File: config.mk
export PLATFORM = sky130hd
export DESIGN_NAME = alu_seq_unit
export DESIGN_NICKNAME = d
export VERILOG_FILES = /design/src/rtl/alu_seq_unit.sv
export SDC_FILE = /design/constraint.sdc
export NUM_CORES = 1
export LEC_CHECK = 0
export ABC_AREA = 1
export BUFFER_PORTS_ARGS = -buffer_cell sky130_fd_sc_hd__buf_4
export CORE_MARGIN = 2
export CORE_UTILIZATION = 40
export DETAILED_ROUTE_END_ITERATION = 8
export SETUP_SLACK_MARGIN = 0.1
export SLEW_MARGIN = 20
export SYNTH_ARGS = -nofsm -noshare
export SYNTH_HDL_FRONTEND = slang
export SYNTH_SLANG_ARGS = --single-unit
File: constraint.sdc
create_clock -name clk -period 7 [get_ports clk]
set_clock_uncertainty 0.05 [all_clocks]
set_input_delay 1.05 -clock clk [delete_from_list [all_inputs] [get_ports clk]]
set_output_delay 1.05 -clock clk [all_outputs]
set_load 0.02 [all_outputs]
File: src/rtl/alu_seq_unit.sv
`default_nettype none
// ============================================================================
// Module      : alu_seq_unit
// Description : Execution-stage ALU with a start/done handshake.
//               add/sub/and/or/slt complete in a single cycle; sll/srl/sra
//               run on an iterative shifter that moves one bit per cycle, so
//               busy stays high for shamt cycles.
// Ports       : clk, rst (async, active-high)
//               start       - request, accepted only while busy==0
//               ALUControl  - op select (000 add, 001 sub, 010 and, 011 or,
//                             101 slt, 100 sll, 110 srl, 111 sra)
//               SrcA, SrcB  - operands; SrcB[SHW-1:0] is the shift amount
//               ALUResult   - registered result, held until next completion
//               Zero        - registered (ALUResult == 0)
//               busy        - high while a multi-cycle shift is in flight
//               done        - 1-cycle pulse when ALUResult/Zero update
// Revision    : 1.0 - initial release
// ============================================================================
module alu_seq_unit #(
  parameter int WIDTH = 32,
  parameter int SHW   = 5
) (
  input  logic             clk,
  input  logic             rst,
  input  logic             start,
  input  logic [2:0]       ALUControl,
  input  logic [WIDTH-1:0] SrcA,
  input  logic [WIDTH-1:0] SrcB,
  output logic [WIDTH-1:0] ALUResult,
  output logic             Zero,
  output logic             busy,
  output logic             done
);

  localparam logic [2:0] OP_ADD = 3'b000;
  localparam logic [2:0] OP_SUB = 3'b001;
  localparam logic [2:0] OP_AND = 3'b010;
  localparam logic [2:0] OP_OR  = 3'b011;
  localparam logic [2:0] OP_SLL = 3'b100;
  localparam logic [2:0] OP_SLT = 3'b101;
  localparam logic [2:0] OP_SRL = 3'b110;
  localparam logic [2:0] OP_SRA = 3'b111;

  typedef enum logic [0:0] {
    IDLE  = 1'b0,
    SHIFT = 1'b1
  } state_t;

  state_t           state, state_next;
  logic [WIDTH-1:0] shreg, shreg_next;
  logic [2:0]       op, op_next;
  logic [SHW-1:0]   count, count_next;
  logic [WIDTH-1:0] result_next;
  logic             zero_next;
  logic             done_next;

  logic [WIDTH-1:0] alu_val;
  logic [WIDTH-1:0] shifted;
  logic [SHW-1:0]   shamt;
  logic             is_shift;

  assign shamt    = SrcB[SHW-1:0];
  assign is_shift = (ALUControl == OP_SLL) || (ALUControl == OP_SRL) ||
                    (ALUControl == OP_SRA);
  assign busy     = (state == SHIFT);

  // Single-cycle operations; shift codes never select this value.
  always_comb begin
    alu_val = '0;
    case (ALUControl)
      OP_ADD:  alu_val = SrcA + SrcB;
      OP_SUB:  alu_val = SrcA - SrcB;
      OP_AND:  alu_val = SrcA & SrcB;
      OP_OR:   alu_val = SrcA | SrcB;
      OP_SLT:  alu_val = {{(WIDTH-1){1'b0}}, ($signed(SrcA) < $signed(SrcB))};
      default: alu_val = '0;
    endcase
  end

  // One-bit step of the iterative shifter, driven by the captured op.
  always_comb begin
    shifted = shreg;
    case (op)
      OP_SLL:  shifted = {shreg[WIDTH-2:0], 1'b0};
      OP_SRL:  shifted = {1'b0, shreg[WIDTH-1:1]};
      OP_SRA:  shifted = {shreg[WIDTH-1], shreg[WIDTH-1:1]};
      default: shifted = shreg;
    endcase
  end

  always_comb begin
    state_next  = state;
    shreg_next  = shreg;
    op_next     = op;
    count_next  = count;
    result_next = ALUResult;
    zero_next   = Zero;
    done_next   = 1'b0;
    case (state)
      IDLE: begin
        if (start) begin
          if (!is_shift) begin
            result_next = alu_val;
            zero_next   = (alu_val == '0);
            done_next   = 1'b1;
          end else if (shamt == '0) begin
            // Zero-distance shift is a pass-through and needs no SHIFT state.
            result_next = SrcA;
            zero_next   = (SrcA == '0);
            done_next   = 1'b1;
          end else begin
            shreg_next = SrcA;
            op_next    = ALUControl;
            count_next = shamt;
            state_next = SHIFT;
          end
        end
      end
      SHIFT: begin
        shreg_next = shifted;
        count_next = count - SHW'(1);
        // Result is published only on the final step so partial values never
        // appear on ALUResult.
        if (count == SHW'(1)) begin
          result_next = shifted;
          zero_next   = (shifted == '0);
          done_next   = 1'b1;
          state_next  = IDLE;
        end
      end
      default: state_next = IDLE;
    endcase
  end

  always_ff @(posedge clk or posedge rst) begin
    if (rst) begin
      state     <= IDLE;
      shreg     <= '0;
      op        <= '0;
      count     <= '0;
      ALUResult <= '0;
      Zero      <= 1'b1;
      done      <= 1'b0;
    end else begin
      state     <= state_next;
      shreg     <= shreg_next;
      op        <= op_next;
      count     <= count_next;
      ALUResult <= result_next;
      Zero      <= zero_next;
      done      <= done_next;
    end
  end

endmodule
`default_nettype wire

Word level (Yosys, flattened, before mapping):

Cells that the tools add are included.

* flip-flop bits (word level): 75
* bits of input ports: 70
* output and inout port bits: 35

* $add $sub $neg: 3
* order comparisons: 1
* eq/ne operators: 16
* mux-type cells: 30
* bitwise operators: 4
* reductions and logical operators: 10

Operator list (count)
* 32-bit 2-to-1 mux: 7
* 32-bit case mux with 5 select lines: 1
* 32-bit case mux with 2 select lines: 2
* 32-bit zero test: 3
* 32-bit case mux with 3 select lines: 1
* 32-bit adder: 1
* 32-bit AND: 1
* 32-bit < comparator: 1
* 32-bit OR: 1
* 32-bit subtractor: 1
* 3-bit equality test (second input constant): 7
* 5-bit 2-to-1 mux: 3
* 1-bit 2-to-1 mux: 12
* 5-bit case mux with 2 select lines: 1
* 3-bit by 2-bit equality test with 1-bit output (second input constant): 2
* 2-bit != test (second input constant): 3
* 1-bit case mux with 2 select lines: 3
* 3-bit AND reduction: 2
* 5-bit by 1-bit equality test with 1-bit output (second input constant): 1
* 5-bit zero test: 1
* 5-bit by 1-bit subtractor with 5-bit output (second input constant): 1
* 4-bit AND reduction: 1
* 3-bit by 1-bit equality test with 1-bit output (second input constant): 1
* 3-bit zero test: 1
* 4 further kinds: 6

Depth between registers and ports, before layout:

* depth in word-level cells: 6
* depth in mapped cells: 24

Worst setup path before layout:

Ideal clock, no wire load.

* kind: input to register
* from: input SrcA[0]
* to: register Zero
* setup time: 68 ps
* arrival: 3004 ps
* slack: 3878 ps
* cell stages on the path: 22
* cells stage by stage: inv_1 -> ha_1 -> fa_1 -> inv_1 -> nand2_1 -> nand2_1 -> nand3_2 -> nand2_2 -> nand2_1 -> nand2_1 -> nand3_1 -> nand2_1 -> nand2_1 -> nand3_1 -> nand3_1 -> nor2_1 -> nand2_1 -> nor2_1 -> nand3_1 -> nand2_1 -> nand2_1 -> a21oi_2

* longest elaborated chain between the ends: 6

RTL lines
* start, declared: RTL line 27 `input logic [WIDTH-1:0] SrcA,`
* 32-bit subtractor (tied with other cells): RTL line 72 `OP_SUB: alu_val = SrcA - SrcB;`
* 32-bit case mux with 5 select lines: RTL line 70 `case (ALUControl)`
* 32-bit zero test: RTL line 104 `zero_next = (alu_val == '0);`
* 1-bit 2-to-1 mux (*): RTL line 102 `if (!is_shift) begin`
* 1-bit 2-to-1 mux (*): RTL line 101 `if (start) begin`
* 1-bit case mux with 2 select lines (*): RTL line 99 `case (state)`
* end signal, assigned: RTL line 150 `Zero <= zero_next;`
* end, declared: RTL line 30 `output logic Zero,`

Mark *: on every way between the ends. The rest lies on a longest branch, timed or not. The select of a mux whose other input is x is not followed.
A chain may end at the register's enable or synchronous reset.

Worst setup path after layout:

* from: input ALUControl[1]
* to: register shreg[1]

* longest elaborated chain between the ends: 5

RTL lines
* start, declared: RTL line 26 `input logic [2:0] ALUControl,`
* 3-bit equality test: RTL line 63 `assign is_shift = (ALUControl == OP_SLL) || (ALUControl == OP_SRL) ||`
* 1-bit logical OR: RTL line 63
* 1-bit logical OR (*): RTL line 63
* 2-bit != test (no source line) (*)
* 3-bit AND reduction (no source line) (*)
* end signal, assigned: RTL line 146 `shreg <= shreg_next;`
* end, declared: RTL line 50 `logic [WIDTH-1:0] shreg, shreg_next;`

Mark *: on every way between the ends. The rest lies on a longest branch, timed or not.

==> flow_metrics.tcl <==
set metrics [dict create \
    swShare_pct 51.2 \
    drt_pass1_iterations 6 \
    worst_slew_pin_slew_ns 1.11 \
    htreeDepth 3 \
    wirelength_mm 42.7 \
    grt_pass1_vias 11600 \
    timing.final.crit_share_pct 61.1 \
    drtIter0Drc 1349 \
    setup_viol 0 \
    synth_warnings 0 \
    vias 12300 \
    syn_area_per_cell_sq_um 5.76 \
    core_sq_um 27000 \
    path_class "in2reg" \
    max_freq_mhz 234 \
    die_x_um 170 \
    grt_overflow 0 \
    rsz0062_at_grt "no" \
    syn-num-nets 2100 \
    grtUsageTotal_pct 29.8 \
    power.share.clock_pct 13.7 \
    status "completed" \
    die_area_sq_um 28900 \
    antenna_found_initial 1 \
    max_cap_viol_count 0 \
    p_total_mw 2.99 \
    port_buffers 104 \
    syn_inst 1915 \
    cts_resized 0 \
    clkSlewWorstSetupHoldPaths_ns 0.06 \
    hold_viol 0 \
    p_leak_nw 6.81 \
    p_comb_share_pct 61.7 \
    yosys.area.top_type "nand2_1" \
    post_cts_buffers 0 \
    grt_max_degree 76 \
    std_cell_rows 60 \
    critPathRequiredTime_ns 7.18 \
    die_h_um 170 \
    layout-drive-gt1-share_pct 10.0 \
    gp_congestion 0.974 \
    period_needed_ns 4.28 \
    slew-limit-headroom_pct 25.7 \
    root_buffer "clkbuf_16" \
    ys_ff_latch 75 \
    wl_per_cell_um 18.5 \
    drc 0 \
    p_int_mw 1.46 \
    crit_top_cell "inv_1" \
    numCtsBuffers 9 \
    cts_tree "yes" \
    antenna_cells 0 \
    min_path_type "reg2reg" \
    finalSetupTns_ns 0 \
    powerDensity_nw_per_um2 245 \
    clk_latency_ns 0.34 \
    ios 105 \
    area_delta_synth_final_pct 10.6 \
    cpPeakStageDelay_ns 0.68 \
    path_cells "buf_4 > nor2_1 > inv_1 > nand2_1 > inv_1 > o21ai_0 > nor2_2 > nor2_1 > inv_1 > o221ai_1" \
    cts_max_path_buffers 2 \
    cts.sinks 75 \
    vias_per_cell 5.34 \
    ir_worst_vdd_v 0.000147 \
    syn-cell-area_sq_um 11000 \
    nNetsFinal 2151 \
    synth_top_area_share_pct 20.1 \
    synth_cell_type_count 47 \
    slew_violations 0 \
    switchingPower_mw 1.53 \
    worst-path-max-fanout 25 \
    holdBufCountCts 0 \
    startpoint_type "input pin" \
    power_frac_seq_pct 24.6 \
    grt_pass1_wl_mm 65.8 \
    synth_area_leaders "nand2_1, dfrtp_1, ha_1" \
    dp_hpwl_mm 35.4 \
    antenna_left 0 \
    worstPathArrival_ns 4.46 \
    initial_utilization_pct 40.8 \
    endpoint_kind "flip-flop" \
    cp_slowest_cell "nor2_1" \
    ys_seq_area_share_pct 17.0 \
]
final timing paths:
path                               start             to  slack, ns  cells past startpoint
hold reg to reg            ALUResult[26]  ALUResult[26]       0.43                      2
setup reg to reg                   op[1]           Zero       3.34                     10
hold / removal             ALUResult[26]  ALUResult[26]       0.43                      2
min in group asynchronous            rst      shreg[24]       0.97                      3
setup / recovery           ALUControl[1]       shreg[1]       2.72                     10
max in group asynchronous            rst       shreg[2]       5.32                      3
power by group through the flow:
stage	registers, mW	logic, mW	clock network (mW)
final	0.736	1.85	0.410
after global routing	0.758	2.05	0.439
after CTS	0.735	1.83	0.419
after detailed placement	0.740	1.83	0
after global placement	0.735	1.81	0
after floorplan	0.825	1.16	0
layout make-up:
type / count / area, sq um
Fill cell: 3012 / 14800
Inverter: 369 / 1390
Multi-Input combinational cell: 1401 / 7430
Clock inverter: 3 / 15.0
Timing Repair Buffer: 110 / 826
Tap cell: 341 / 427
Clock buffer: 13 / 240
Sequential cell: 75 / 1880
kinds of logic after synthesis:
logic type / count (synthesis) / synth area share (%)
adder cells (fa/ha/maj): 115 / 13.2
AND/OR/NAND/NOR: 1036 / 40.2
flip-flops: 75 / 17.0
buffers and inverters: 439 / 15.7
XOR/XNOR: 2 / 0.227
AO/OA/AOI/OAI: 248 / 13.7
cell usage after synthesis (all sizes together):
library cell and number:
o22ai 30, and2 2, nor2 182, o211a 1, buf 42, or2 3, o211ai 25, nor3 13
fa 2, o21a 1, nand4 25, a31oi 13, nor4 10, ha 113, a21oi 68, nand3b 8
o21bai 6, inv 368, dfstp 1, a221oi 2, nand3 182, nand2 610, o221ai 20, and3 1
clkbuf 28, dfrtp 74, o21ai 71, xor2 2, o311ai 1, a21boi 10, clkinv 1
routing by layer:
layer	vias up	share of wire [%]	global-route usage, %
li1	6146	-	-
met1	5721	46	41.8
met2	417	44	47.8
met3	51	7.1	4.44
met4	2	2.0	7.32
met5	-	0.030	0
worst max-delay path: cells and delay by family:
| kind | cells | cell delay (ns) |
|---|---|---|
| and+or+nand+nor | 4 | 1.48 |
| buffers and inverters | 4 | 1.29 |
| AOI/OAI and AO/OA | 2 | 0.61 |
per-stage QoR:
step / std cells / utilization (%) / hold slack, ns / setup slack, ns / cell area [sq um]
6_report: 2312 / 45.1 / 0.425 / 2.72 / 12200
5_1_grt: 2312 / 45.1 / 0.454 / 2.53 / 12200
4_1_cts: 2312 / 45.1 / 0.432 / 2.81 / 12200
3_5_place_dp: 2296 / 44.2 / 0.416 / 2.44 / 11900
3_3_place_gp: 2296 / 44.2 / 0.407 / 2.57 / 11900
2_1_floorplan: 1915 / - / 0.393 / 3.88 / 11000
cell usage in the layout (no fill, tap or decap), drive strengths merged:
| cell | synthesis | layout |
|---|---|---|
| nand2 | 610 | 610 |
| inv | 368 | 368 |
| nand3 | 182 | 182 |
| nor2 | 182 | 182 |
| ha | 113 | 113 |
| buf | 42 | 110 |
| dfrtp | 74 | 74 |
| o21ai | 71 | 71 |
| a21oi | 68 | 68 |
| o22ai | 30 | 30 |
| nand4 | 25 | 25 |
| o211ai | 25 | 25 |
| o221ai | 20 | 20 |
| a31oi | 13 | 13 |
| nor3 | 13 | 13 |
| clkbuf | 28 | 13 |
| nor4 | 10 | 10 |
| a21boi | 10 | 10 |
| nand3b | 8 | 8 |
| o21bai | 6 | 6 |
| clkinv | 1 | 4 |
| or2 | 3 | 3 |
| and2 | 2 | 2 |
| a221oi | 2 | 2 |
| fa | 2 | 2 |
| xor2 | 2 | 2 |
| dfstp | 1 | 1 |
| o311ai | 1 | 1 |
| o211a | 1 | 1 |
| and3 | 1 | 1 |
| o21a | 1 | 1 |
state kept, by name, indices dropped and copies added, names as in the netlist:
signal,cells
op,3
busy,1
Zero,1
count,5
done,1
ALUResult,32
shreg,32
No activity file was read; power rests on OpenSTA's default activity.
